**config.mk**
```make
export PLATFORM = sky130hd
export DESIGN_NAME = uart_rx_sample_packer
export DESIGN_NICKNAME = d
export VERILOG_FILES = /design/src/rtl/uart_pkg.sv /design/src/rtl/uart_rx_byte.sv /design/src/rtl/uart_rx_sample_packer.sv
export SDC_FILE = /design/constraint.sdc
export NUM_CORES = 1
export LEC_CHECK = 0
export BUFFER_PORTS_ARGS = -buffer_cell sky130_fd_sc_hd__buf_2
export CAP_MARGIN = 25
export CORE_MARGIN = 2
export CORE_UTILIZATION = 54
export DETAILED_ROUTE_END_ITERATION = 10
export HOLD_SLACK_MARGIN = 0.08
export PLACE_DENSITY = 0.81
export REMOVE_ABC_BUFFERS = 1
export SYNTH_ARGS = -nofsm -noshare
export SYNTH_HDL_FRONTEND = slang
export SYNTH_SLANG_ARGS = --single-unit
```
**constraint.sdc**
```tcl
create_clock -name clk -period 1.9 [get_ports clk]
set_input_delay 0 -clock clk [delete_from_list [all_inputs] [get_ports clk]]
set_output_delay 0 -clock clk [all_outputs]
set_load 0.02 [all_outputs]
```
**src/rtl/uart_pkg.sv**
```systemverilog
// Shared types and constants for the UART receive path that feeds the FFT sample buffer.
package uart_pkg;

  localparam int unsigned CLKS_PER_BIT_DEF = 32'd10;
  localparam int unsigned SAMPLE_W_C       = 32'd16;

  typedef enum logic [1:0] {
    RX_IDLE  = 2'd0,
    RX_START = 2'd1,
    RX_DATA  = 2'd2,
    RX_STOP  = 2'd3
  } rx_state_e;

  typedef enum logic {
    PH_LOW  = 1'b0,
    PH_HIGH = 1'b1
  } byte_phase_e;

  function automatic logic [SAMPLE_W_C-1:0] pack_sample(input logic [7:0] hi_byte,
                                                        input logic [7:0] lo_byte);
    return {hi_byte, lo_byte};
  endfunction

endpackage

```
**src/rtl/uart_rx_byte.sv**
```systemverilog
// 8N1 byte receiver: 2-flop synchronizer, mid-bit sampling FSM, byte/stop-error strobes.
module uart_rx_byte
  import uart_pkg::*;
#(
  parameter int unsigned CLKS_PER_BIT = CLKS_PER_BIT_DEF
) (
  input  logic       clk,
  input  logic       rst_n,
  input  logic       rx_i,
  output logic [7:0] byte_o,
  output logic       byte_valid_o,
  output logic       stop_err_o,
  output logic       busy_o
);

  localparam int unsigned CNT_W = $clog2(CLKS_PER_BIT);
  localparam logic [CNT_W-1:0] HALF_M1 = CNT_W'(CLKS_PER_BIT / 2 - 1);
  localparam logic [CNT_W-1:0] FULL_M1 = CNT_W'(CLKS_PER_BIT - 1);
  localparam logic [CNT_W-1:0] CNT_ZERO = {CNT_W{1'b0}};
  localparam logic [CNT_W-1:0] CNT_ONE  = CNT_W'(1);

  logic             sync1_q, rx_s_q;
  rx_state_e        state_q, state_d;
  logic [CNT_W-1:0] clk_cnt_q, clk_cnt_d;
  logic [2:0]       bit_cnt_q, bit_cnt_d;
  logic [7:0]       shift_q, shift_d;

  // Next-state logic; the strobes fire in the mid-stop-bit cycle.
  always_comb begin
    state_d      = state_q;
    clk_cnt_d    = clk_cnt_q;
    bit_cnt_d    = bit_cnt_q;
    shift_d      = shift_q;
    byte_valid_o = 1'b0;
    stop_err_o   = 1'b0;
    case (state_q)
      RX_IDLE: begin
        clk_cnt_d = CNT_ZERO;
        if (!rx_s_q) state_d = RX_START;
        else         state_d = RX_IDLE;
      end
      RX_START: begin
        if (clk_cnt_q == HALF_M1) begin
          clk_cnt_d = CNT_ZERO;
          bit_cnt_d = 3'd0;
          if (rx_s_q) state_d = RX_IDLE;
          else        state_d = RX_DATA;
        end else begin
          clk_cnt_d = clk_cnt_q + CNT_ONE;
        end
      end
      RX_DATA: begin
        if (clk_cnt_q == FULL_M1) begin
          clk_cnt_d          = CNT_ZERO;
          shift_d[bit_cnt_q] = rx_s_q;
          if (bit_cnt_q == 3'd7) state_d = RX_STOP;
          else                   bit_cnt_d = bit_cnt_q + 3'd1;
        end else begin
          clk_cnt_d = clk_cnt_q + CNT_ONE;
        end
      end
      RX_STOP: begin
        if (clk_cnt_q == FULL_M1) begin
          clk_cnt_d = CNT_ZERO;
          state_d   = RX_IDLE;
          if (rx_s_q) byte_valid_o = 1'b1;
          else        stop_err_o   = 1'b1;
        end else begin
          clk_cnt_d = clk_cnt_q + CNT_ONE;
        end
      end
      default: begin
        state_d   = RX_IDLE;
        clk_cnt_d = CNT_ZERO;
      end
    endcase
  end

  // Synchronizer and FSM state registers.
  always_ff @(posedge clk or negedge rst_n) begin
    if (!rst_n) begin
      sync1_q   <= 1'b1;
      rx_s_q    <= 1'b1;
      state_q   <= RX_IDLE;
      clk_cnt_q <= CNT_ZERO;
      bit_cnt_q <= 3'd0;
      shift_q   <= 8'h00;
    end else begin
      sync1_q   <= rx_i;
      rx_s_q    <= sync1_q;
      state_q   <= state_d;
      clk_cnt_q <= clk_cnt_d;
      bit_cnt_q <= bit_cnt_d;
      shift_q   <= shift_d;
    end
  end

  assign byte_o = shift_q;
  assign busy_o = (state_q != RX_IDLE);

endmodule

```
**src/rtl/uart_rx_sample_packer.sv**
```systemverilog
// Pairs received bytes (low then high) into signed samples, indexes them within an N-sample frame.
module uart_rx_sample_packer
  import uart_pkg::*;
#(
  parameter int unsigned N            = 32'd256,
  parameter int unsigned CLKS_PER_BIT = CLKS_PER_BIT_DEF,
  parameter int unsigned SAMPLE_W     = SAMPLE_W_C
) (
  input  logic                 clk,
  input  logic                 rst_n,
  input  logic                 rx_i,
  output logic [SAMPLE_W-1:0]  sample_o,
  output logic                 sample_valid_o,
  output logic [$clog2(N)-1:0] sample_idx_o,
  output logic                 frame_done_o,
  output logic                 frame_err_o,
  output logic                 busy_o
);

  localparam int unsigned IDX_W = $clog2(N);
  localparam logic [IDX_W-1:0] LAST_IDX = IDX_W'(N - 1);
  localparam logic [IDX_W-1:0] IDX_ONE  = IDX_W'(1);

  logic [7:0] byte_s;
  logic       byte_valid_s, stop_err_s;

  byte_phase_e         phase_q, phase_d;
  logic [7:0]          low_q, low_d;
  logic [IDX_W-1:0]    cnt_q, cnt_d;
  logic [SAMPLE_W-1:0] sample_q, sample_d;
  logic [IDX_W-1:0]    idx_q, idx_d;
  logic                sample_valid_q, sample_valid_d;
  logic                frame_done_q, frame_done_d;
  logic                frame_err_q, frame_err_d;

  uart_rx_byte #(.CLKS_PER_BIT(CLKS_PER_BIT)) u_rx_byte (
    .clk          (clk),
    .rst_n        (rst_n),
    .rx_i         (rx_i),
    .byte_o       (byte_s),
    .byte_valid_o (byte_valid_s),
    .stop_err_o   (stop_err_s),
    .busy_o       (busy_o)
  );

  // Byte pairing; the counter wraps naturally because N is a power of two.
  always_comb begin
    phase_d        = phase_q;
    low_d          = low_q;
    cnt_d          = cnt_q;
    sample_d       = sample_q;
    idx_d          = idx_q;
    sample_valid_d = 1'b0;
    frame_done_d   = 1'b0;
    frame_err_d    = 1'b0;
    if (byte_valid_s) begin
      if (phase_q == PH_LOW) begin
        low_d   = byte_s;
        phase_d = PH_HIGH;
      end else begin
        sample_d       = SAMPLE_W'(pack_sample(byte_s, low_q));
        sample_valid_d = 1'b1;
        idx_d          = cnt_q;
        frame_done_d   = (cnt_q == LAST_IDX);
        cnt_d          = cnt_q + IDX_ONE;
        phase_d        = PH_LOW;
      end
    end else if (stop_err_s) begin
      frame_err_d = 1'b1;
      phase_d     = PH_LOW;
    end else begin
      phase_d = phase_q;
    end
  end

  // Pairing state and registered outputs.
  always_ff @(posedge clk or negedge rst_n) begin
    if (!rst_n) begin
      phase_q        <= PH_LOW;
      low_q          <= 8'h00;
      cnt_q          <= {IDX_W{1'b0}};
      sample_q       <= {SAMPLE_W{1'b0}};
      idx_q          <= {IDX_W{1'b0}};
      sample_valid_q <= 1'b0;
      frame_done_q   <= 1'b0;
      frame_err_q    <= 1'b0;
    end else begin
      phase_q        <= phase_d;
      low_q          <= low_d;
      cnt_q          <= cnt_d;
      sample_q       <= sample_d;
      idx_q          <= idx_d;
      sample_valid_q <= sample_valid_d;
      frame_done_q   <= frame_done_d;
      frame_err_q    <= frame_err_d;
    end
  end

  assign sample_o       = sample_q;
  assign sample_valid_o = sample_valid_q;
  assign sample_idx_o   = idx_q;
  assign frame_done_o   = frame_done_q;
  assign frame_err_o    = frame_err_q;

endmodule

```
==> results of run 1 <==
[registers in the layout (all words and copies together) (netlist names), 3 cells and up, named ones only]
signal               count
u_rx_byte.bit_cnt_q      3
low_q                    8
u_rx_byte.clk_cnt_q      4
u_rx_byte.byte_o         8
sample_o                16
cnt_q                    8
sample_idx_o             8
[repair_timing]
action,in CTS,in global routing
setup buffers,0,1
hold buffers,2,0
endpoints found under the setup margin,0,18
gates resized for setup,0,3
endpoints found under the hold margin,62,0
[kinds of logic (layout without fill, tap and decap cells)]
group                      count (synthesis)  in the layout  share of synthesized area [%]
DFF                                       63             63                           59.1
and+or+nand+nor                           46             46                           10.9
muxes                                     44             44                           18.5
buffers and inverters                     13             61                           2.86
AOI/OAI and AO/OA                          9              9                           2.48
xor gates and xnor gates                   9              9                           2.95
adders and majority gates                  7              7                           3.28
[worst register-to-register path: cells and delay by family (launching register included)]
| kind | cells | cell delay, ns |
|---|---|---|
| adder cells (fa/ha/maj) | 1 | 0.23 |
| buffers and inverters | 2 | 0.32 |
| XOR/XNOR | 1 | 0.17 |
| AND/OR/NAND/NOR | 2 | 0.58 |
| flip-flops | 1 | 0.41 |
[layer usage]
layer  track usage [%]  routed length [um]
met5                 0                   0
met4              6.75                  78
met3              8.40                 219
met2              26.7                2110
met1              24.8                2030
[final cells by class]
cell class	instances	share of cell area, %
multi-input combinational	115	32.8
sequential	63	50.2
timing repair buffer	40	8.52
tap	67	2.67
inverter	5	0.597
clock inverter	2	0.318
clock buffer	14	4.86
[cell usage in the layout (no fill, tap or decap), types with 2 or more instances in the layout]
master,synthesis,final
buf_4,1,5
inv_1,5,5
nor4_1,4,2
clkbuf_8,0,10
nor3_1,10,10
buf_12,0,3
o21ai_0,2,2
clkbuf_1,2,4
clkinv_2,0,2
mux2i_1,2,2
nand3b_1,3,3
a22o_1,2,2
nand2_1,5,5
mux2_2,42,42
nor4_2,0,2
nand4_1,5,5
nor2_1,3,3
buf_2,1,30
dfrtp_1,61,61
xor2_1,8,8
ha_1,7,6
nand3_1,8,8
dlygate4sd3_1,0,2
dfstp_2,2,2
[report_power, final]
part	leakage [nW]	total, W	switching [W]	internal [W]
Sequential	0.859	0.00160	0.000154	0.00144
Clock	0.0844	0.000959	0.000453	0.000506
Combinational	0.694	0.000448	0.000233	0.000215
Total	1.64	0.00301	0.000841	0.00216
[metrics by stage]
stage,setup slack [ns],area (um^2),utilization (%)
floorplan,-0.0302,2610,-
global placement,0.156,2940,61.8
detailed placement,0.0493,2940,61.8
CTS,0.0440,3120,65.6
global route,0.0183,3140,66.1
finish,0.112,3140,66.1
[path summary, 6_finish.rpt]
path | start | endpoint | slack, ns | depth (start not counted)
max | u_rx_byte.clk_cnt_q[1]$_DFF_PN0_ | cnt_q[7]$_DFFE_PN0P_ | 0.11 | 6
min | rst_n | cnt_q[7]$_DFFE_PN0P_ | 0.17 | 2
max reg2reg | u_rx_byte.clk_cnt_q[1]$_DFF_PN0_ | cnt_q[7]$_DFFE_PN0P_ | 0.11 | 6
min reg2reg | u_rx_byte.sync1_q$_DFF_PN1_ | u_rx_byte.rx_s_q$_DFF_PN1_ | 0.35 | 0
max in group asynchronous | rst_n | u_rx_byte.sync1_q$_DFF_PN1_ | 1.08 | 3
min in group clk | rx_i | u_rx_byte.sync1_q$_DFF_PN1_ | 0.33 | 2
==> reports/results.ini, run 1 <==
[global_routing]
antenna_found_initial=0
grt_start_max_net_pins=42
grt_overflow_total=0
grt_pass1_vias=1602
grtUsageTotal_pct=18.5
grt_pass1_wl_um=7490

[worst_setup_path]
cp_max_fo=7
cp_num_buf_inv=2
worstPathRequired_ns=2.16
cpMaxStageDelayCell=dfrtp_1
crit_type=flip-flop to flip-flop
critical_path.startpoint_type=flip-flop
crit_path_end_kind=flip-flop
crit_family=simple AND/OR/NAND/NOR gates
arrival_ns=2.05
slowest_delay_ns=0.41
worstPathCellList=inv_1, ha_2, nand4b_4, buf_4, nor4_1, xor2_1

[clocking]
cts_sinks=63
path_clk_slew_ns=0.06
cts_tree=built
cts_max_path_buffers=2
insertion_delay_ns=0.34
cts_buffers=9
htree_levels=3
cts_root_buf=clkbuf_8

[synth]
syn-instance-count=191
avgSynthCellArea_um2=14.0
synth_cell_types=35
yosys_register_bits=63
yosys.area.top_type_share_pct=57.1
ys.flop_type=dfrtp_1
synth-edff-count=0
yosys_warnings=0
synth_top_cell_by_area=dfrtp_1
seq_area_frac_synth_pct=59.1
synth_common_cells=61 x dfrtp_1, 42 x mux2_2, 10 x nor3_1, 8 x nand3_1, 8 x xor2_1
syn-cell-area_mm2=0.00267
postSynth.asyncResetShare_pct=100
yosysMostFrequentCell=dfrtp_1
synth_area_leaders=dfrtp_1 57%, mux2_2 18%, ha_1 3.3%

[timing]
setup_viol=0
rsz0062_at_grt=false
tns_ns=0
min_period_ns=1.79
finalClockSkew_ns=0.00893
hold_viol=0
max_slew_margin_pct=65.8
fin_crit_sh_pct=94.1
whs_ns=0.171
slew_viol_final=0
timing.fmax_mhz=559
worstMarginPinSlew_ns=0.514

[routing]
dr.pass1.iters=4
vias=1617
drtIter0Drc=53
ant_nets=0
wirelength_um=4430
vias_per_cell=5.28
wl_per_cell_um=14.5
drcViolationCount=0

[layout]
instances_no_fill=306
drive_above_1_share_pct=43.1
multi_input_area_mm2=0.00103
antennaDiodeCount=0
n_fill_cell=368
nets=244
area_delta_synth_final_pct=17.7
seq_area_mm2=0.00158

[pwr]
p_leak_nw=1.64
power_density_mw_per_mm2=956
total_power_w=0.00301
peakVddDrop_uv=715

[floorplan]
die_h_um=74.3
initial_utilization_pct=56.2
rows=25
ios=31
die_area_mm2=0.00553
dieWidth_um=74.3
core_mm2=0.00475

[job]
maxCapViolations=0

[placed_design]
dp.cells=287
port_buffers=30
gp_congestion=0.767
hpwl_um=3090

[hold_path]
hp-class=input port to async pin

[outcome]
outcome=finished clean

No activity file was read; power rests on OpenSTA's default activity.
==> run 2: changes to the inputs <==
Settings changed: PLACE_DENSITY 0.81 to 0.8, SYNTH_HIERARCHICAL from default to 1.
==> run 2 against run 1 <==
Against the previous run: register-to-register slack worse by 0.03 ns; critical path depth increased by 3; highest routed layer unchanged; critical endpoint is now sample_o[10]$_DFFE_PN0P_; synthesized cell count grew 5.8%; first-iteration DRC count down 28%; sequential power fell by 5%; non-clock buffer count up 8; clock power grew 31%.
==> reports/results.ini, run 2 <==
[pwr]
clkPwrFrac_pct=36.2  ; was 31.9%
swShare_pct=27.1  ; was 28.0%
combPwrFrac_pct=20.2  ; was 14.9%
power_density_mw_per_mm2=1060  ; was 956 mW/mm^2
peakVddDrop_uv=637  ; was 715 uV
p_leak_nw=1.79  ; was 1.64 nW
total_power_w=0.00348  ; was 0.00301 W
power.internal_w=0.00254  ; was 0.00216 W
seqPwrFrac_pct=43.6  ; was 53.2%
power.net_switching_w=0.000944  ; was 0.000841 W

[placed_design]
hpwl_um=3170  ; was 3090 um
place_area_mm2=0.00303  ; was 0.00294 mm^2
dp.cells=305  ; was 287
gp_congestion=0.786  ; was 0.767
port_buffers=30  ; unchanged

[worst_setup_path]
crit_path_end_kind=flip-flop  ; unchanged
cp_max_fo=17  ; was 7
crit_type=flip-flop to flip-flop  ; unchanged
worstPathRequired_ns=2.12  ; was 2.16 ns
critical_path.startpoint_type=flip-flop  ; unchanged
arrival_ns=2.03  ; was 2.05 ns
ff2ff_path_depth=9  ; was 6

[clocking]
cts_buffers=9  ; unchanged
path_clk_slew_ns=0.07  ; was 0.06 ns
insertion_delay_ns=0.33  ; was 0.34 ns
htree_levels=3  ; unchanged
cts_root_buf=clkbuf_8  ; unchanged
cts_max_path_buffers=2  ; unchanged
cts_tree=built  ; unchanged
cts_sinks=63  ; unchanged

[routing]
drtIter0Drc=38  ; was 53
drcViolationCount=0  ; unchanged
dr.pass1.iters=4  ; unchanged
wirelength_um=4490  ; was 4430 um
wl_per_cell_um=13.8  ; was 14.5 um
ant_nets=0  ; unchanged
vias_per_cell=5.15  ; was 5.28
vias=1673  ; was 1617

[outcome]
outcome=finished clean  ; unchanged

[timing]
worstMarginPinSlew_ns=0.635  ; was 0.514 ns
min_period_ns=1.81  ; was 1.79 ns
finalClockSkew_ns=0.00601  ; was 0.00893 ns
timing.fmax_mhz=551  ; was 559 MHz
hold_viol=0  ; unchanged
tns_ns=0  ; unchanged
setup_viol=0  ; unchanged
max_slew_margin_pct=57.6  ; was 65.8%
fin_crit_sh_pct=95.5  ; was 94.1%
slew_viol_final=0  ; unchanged
whs_ns=0.231  ; was 0.171 ns

[hold_path]
hp-class=input port to async pin  ; unchanged

[floorplan]
core_mm2=0.00482  ; was 0.00475 mm^2
die_h_um=75.4  ; was 74.3 um
die_area_mm2=0.00569  ; was 0.00553 mm^2
initial_utilization_pct=57.2  ; was 56.2%
rows=25  ; unchanged
dieWidth_um=75.4  ; was 74.3 um
ios=31  ; unchanged

[synth]
synth-edff-count=0  ; unchanged
synth_common_cells=61 x dfrtp_1, 33 x mux2_2, 14 x nand2_1, 12 x nor2_1  ; was 61 x dfrtp_1, 42 x mux2_2, 10 x nor3_1, 8 x nand3_1, 8 x xor2_1
yosys_register_bits=63  ; unchanged
avgSynthCellArea_um2=13.6  ; was 14.0 um^2
postSynth.asyncResetShare_pct=100  ; unchanged
yosysMostFrequentCell=dfrtp_1  ; unchanged
seq_area_frac_synth_pct=57.3  ; was 59.1%
synth_top_cell_by_area=dfrtp_1  ; unchanged
synth_cell_types=44  ; was 35
syn-instance-count=202  ; was 191
yosys.area.top_type_share_pct=55.4  ; was 57.1%
ys.flop_type=dfrtp_1  ; unchanged
syn-cell-area_mm2=0.00276  ; was 0.00267 mm^2
yosys_warnings=6  ; was 0
synth_area_leaders=dfrtp_1 55%, mux2_2 13%, ha_1 2.7%  ; was dfrtp_1 57%, mux2_2 18%, ha_1 3.3%

[global_routing]
grt_pass1_wl_um=7560  ; was 7490 um
grtUsageTotal_pct=18.2  ; was 18.5%
grt_overflow_total=0  ; unchanged
grt_pass1_vias=1672  ; was 1602
antenna_found_initial=0  ; unchanged
grt_start_max_net_pins=37  ; was 42

[layout]
instances_no_fill=325  ; was 306
final_cell_mix=61 x dfrtp_1, 33 x mux2_2, 30 x buf_2, 14 x nand2_1, 14 x buf_4  ; was 61 x dfrtp_1, 42 x mux2_2, 30 x buf_2, 10 x nor3_1, 10 x clkbuf_8
antennaDiodeCount=0  ; unchanged
design_area_mm2=0.00330  ; was 0.00314 mm^2
largest_reg_flops=16  ; unchanged
area_delta_synth_final_pct=19.8  ; was 17.7%
nets=262  ; was 244
drive_above_1_share_pct=44.6  ; was 43.1%
layout_commonest_cell=dfrtp_1  ; unchanged

[job]
maxCapViolations=0  ; unchanged

==> run 2: cells by family (layout without fill, tap and decap cells) <==
family	count (synthesis)	in the layout	share of synthesized area, %
adder cells (fa/ha/maj)	6	6	2.72
buffers and inverters	13	69	3.72
AND/OR/NAND/NOR	58	58	12.9
AO/OA/AOI/OAI	11	11	2.54
XOR/XNOR	10	10	3.45
multiplexers	41	41	17.3
flip-flops	63	63	57.3
==> run 2: power groups by stage <==
stage	Sequential, W	Combinational (W)	Clock [W]
floorplan	0.00161	0.000341	0
global placement	0.00154	0.000656	0
detailed placement	0.00154	0.000681	0
CTS	0.00152	0.000689	0.00129
global route	0.00153	0.000791	0.00136
finish	0.00152	0.000703	0.00126
==> run 2: worst paths after layout <==
check | start | to | slack [ns]
setup / recovery | u_rx_byte/clk_cnt_q[1]$_DFF_PN0_ | sample_o[10]$_DFFE_PN0P_ | 0.09
hold / removal | rst_n | sample_idx_o[5]$_DFFE_PN0P_ | 0.23
setup reg to reg | u_rx_byte/clk_cnt_q[1]$_DFF_PN0_ | sample_o[10]$_DFFE_PN0P_ | 0.09
hold reg to reg | u_rx_byte/sync1_q$_DFF_PN1_ | u_rx_byte/rx_s_q$_DFF_PN1_ | 0.36
max in group asynchronous | rst_n | cnt_q[1]$_DFFE_PN0P_ | 1.08
min in group clk | rx_i | u_rx_byte/sync1_q$_DFF_PN1_ | 0.31
==> run 2: repair_timing <==
item	CTS	global route
setup buffers	0	2
hold buffers	2	0
endpoints found under the setup margin	14	37
pin swaps	0	3
gates resized for setup	1	6
endpoints found under the hold margin	28	0
==> run 2: critical path, stage by stage, from the launching register on <==
cell,delay (ns)
dfrtp_1,0.39
inv_2,0.06
ha_2,0.16
and3b_1,0.17
nand3_1,0.10
nor2_1,0.14
buf_4,0.15
nand2_4,0.07
clkinv_8,0.11
mux2_2,0.34
==> run 2: final cells by class <==
type	instances	area, um^2
timing repair buffer	48	307
clock buffer	10	138
tap	67	83.8
fill	355	1520
clock inverter	6	83.8
sequential	63	1580
inverter	5	31.3
multi-input combinational	126	1080
==> run 2: layer usage <==
layer | vias to the layer above | routed length (um) | global-route usage [%]
met4 | 0 | 44 | 7.80
li1 | 810 | - | -
met1 | 825 | 2030 | 22.6
met5 | - | 0 | 0
met2 | 32 | 2180 | 28.8
met3 | 6 | 236 | 6.88
==> run 2: metrics by stage <==
stage | setup slack (ns) | utilization [%]
2_1_floorplan | -0.423 | -
3_3_place_gp | 0.0781 | 62.8
3_5_place_dp | 0.00715 | 62.8
4_1_cts | 0.0225 | 67.9
5_1_grt | -0.00457 | 68.5
6_report | 0.0854 | 68.5
==> run 3: changes to the inputs <==
Settings changed: CTS_BUF_LIST from default to sky130_fd_sc_hd__clkbuf_16, RECOVER_POWER from default to 25.
==> run 3 against run 2 <==
Against the previous run: the run now ends with capacitance limit, slew limit left; hold slack better by 0.089 ns; sequential cell count is the same; critical path depth shrank 1; count of clock-buffer cells in the layout fell by 1; die area stayed put; combinational power grew 3%; largest cell class unchanged; highest routed layer unchanged.
==> reports/results.ini, run 3 (synthesized netlist as in run 2, its figures left out) <==
[outcome]
outcome=finished, violations left  ; was finished clean
violations=capacitance limit, slew limit

[floorplan]
initial_utilization_pct=57.2  ; unchanged
core_mm2=0.00482  ; unchanged
die_h_um=75.4  ; unchanged
ios=31  ; unchanged
dieWidth_um=75.4  ; unchanged
rows=25  ; unchanged
die_area_mm2=0.00569  ; unchanged

[global_routing]
antenna_found_initial=0  ; unchanged
grt_overflow_total=0  ; unchanged
grt_pass1_wl_um=7890  ; was 7560 um
grtUsageTotal_pct=19.1  ; was 18.2%
grt_pass1_vias=1746  ; was 1672
grt_start_max_net_pins=37  ; unchanged

[timing]
timing.fmax_mhz=539  ; was 551 MHz
tns_ns=0  ; unchanged
setup_viol=0  ; unchanged
slew_viol_final=28  ; was 0
finalClockSkew_ns=0.00449  ; was 0.00601 ns
min_period_ns=1.86  ; was 1.81 ns
whs_ns=0.319  ; was 0.231 ns
worstMarginPinSlew_ns=1.52  ; was 0.635 ns
fin_crit_sh_pct=97.7  ; was 95.5%
hold_viol=0  ; unchanged
max_slew_margin_pct=-1.51  ; was 57.6%

[placed_design]
place_area_mm2=0.00303  ; unchanged
hpwl_um=3170  ; unchanged
gp_congestion=0.786  ; unchanged
port_buffers=30  ; unchanged

[clocking]
cts_sinks=63  ; unchanged
cts_buffers=9  ; unchanged
path_clk_slew_ns=0.05  ; was 0.07 ns
cts_max_path_buffers=2  ; unchanged
htree_levels=3  ; unchanged
cts_root_buf=clkbuf_16  ; was clkbuf_8
cts_tree=built  ; unchanged
insertion_delay_ns=0.32  ; was 0.33 ns

[pwr]
peakVddDrop_uv=696  ; was 637 uV
p_leak_nw=1.79  ; about the same
power_density_mw_per_mm2=1150  ; was 1060 mW/mm^2

[worst_setup_path]
worst-r2r-setup-slack_ns=0.04  ; was 0.09 ns
worstPathRequired_ns=2.11  ; was 2.12 ns
critical_path.startpoint_type=flip-flop  ; unchanged
cp_max_fo=4  ; was 17
crit_type=flip-flop to flip-flop  ; unchanged
arrival_ns=2.06  ; was 2.03 ns
crit_path_end_kind=flip-flop  ; unchanged

[layout]
largest_reg_flops=16  ; unchanged
final_cell_mix=61 x dfrtp_1, 33 x mux2_2, 20 x buf_2, 14 x nand2_1, 13 x buf_4  ; was 61 x dfrtp_1, 33 x mux2_2, 30 x buf_2, 14 x nand2_1, 14 x buf_4
utilization_pct=70.9  ; was 68.5%
drive_above_1_share_pct=42.1  ; was 44.6%
design_area_mm2=0.00341  ; was 0.00330 mm^2
nets=263  ; was 262
area_delta_synth_final_pct=23.9  ; was 19.8%
antennaDiodeCount=0  ; unchanged
layout_commonest_cell=dfrtp_1  ; unchanged

[routing]
vias=1724  ; was 1673
dr.pass1.iters=4  ; unchanged
drtIter0Drc=64  ; was 38
ant_nets=0  ; unchanged
drcViolationCount=0  ; unchanged
wirelength_um=4940  ; was 4490 um
vias_per_cell=5.29  ; was 5.15
wl_per_cell_um=15.2  ; was 13.8 um

[job]
maxCapViolations=1  ; was 0

[hold_path]
hp-class=input port to flip-flop  ; was input port to async pin

[run 3: cell count changes in the layout (fill, tap and decap cells not counted), sizes merged]
cell	previous run	this run
buf	46	37
clkbuf	10	19
clkinv	5	6
[run 3: area by class of cell]
class,count,area (um^2)
inverter,5,31.3
sequential,63,1580
multi-input combinational,126,1100
clock buffer,9,225
tap,67,83.8
fill,344,1400
timing repair buffer,49,309
clock inverter,7,87.6
[run 3: per-stage QoR]
stage                     power [W]  instances  setup slack [ns]
after detailed placement    0.00222        305           0.00715
after CTS                   0.00392        323           0.00762
final                       0.00394        326            0.0440
after global routing        0.00413        326           -0.0336
after global placement      0.00219        305            0.0781
after floorplan             0.00195        194            -0.423
[run 3: where the power goes]
part           switching (W)  total [W]  internal [W]  leakage (nW)
clock               0.000558    0.00169       0.00114         0.157
combinational       0.000387   0.000721      0.000334         0.776
sequential         0.0000852    0.00153       0.00144         0.862
total                0.00103    0.00394       0.00291          1.79
[run 3: timing repair]
item | in CTS | in global routing
hold buffers | 2 | 0
pin swaps | 0 | 3
setup buffers | 0 | 2
endpoints found under the hold margin | 26 | 0
gates resized for setup | 3 | 14
setup endpoints to repair | 14 | 38
cloned | 0 | 1
[run 3: worst paths after layout]
| path | end | startpoint | cells past startpoint |
|---|---|---|---|
| worst max-delay path | low_q[1]$_DFFE_PN0P_ | u_rx_byte/clk_cnt_q[1]$_DFF_PN0_ | 8 |
| worst min-delay path | u_rx_byte/sync1_q$_DFF_PN1_ | rx_i | 2 |
| worst max register to register | low_q[1]$_DFFE_PN0P_ | u_rx_byte/clk_cnt_q[1]$_DFF_PN0_ | 8 |
| worst min register to register | u_rx_byte/rx_s_q$_DFF_PN1_ | u_rx_byte/sync1_q$_DFF_PN1_ | 0 |
| max in group asynchronous | low_q[0]$_DFFE_PN0P_ | rst_n | 2 |
| min in group asynchronous | sample_idx_o[0]$_DFFE_PN0P_ | rst_n | 2 |
[run 3: per-layer routing]
layer	part of all wire [%]	wire length [um]	vias up	GRT usage (%)
met5	0	0	-	0
met4	2.4	119	0	10.3
met3	4.0	196	10	6.08
met2	50	2480	35	30.9
met1	43	2140	869	22.8
li1	-	-	810	-
[run 3: critical path: stages, from the launching register on]
cell,delay [ns]
dfrtp_1,0.38
inv_2,0.06
ha_2,0.16
and3b_2,0.21
nand3_2,0.11
nor2_4,0.15
nor2b_4,0.18
buf_4,0.16
mux2_2,0.33
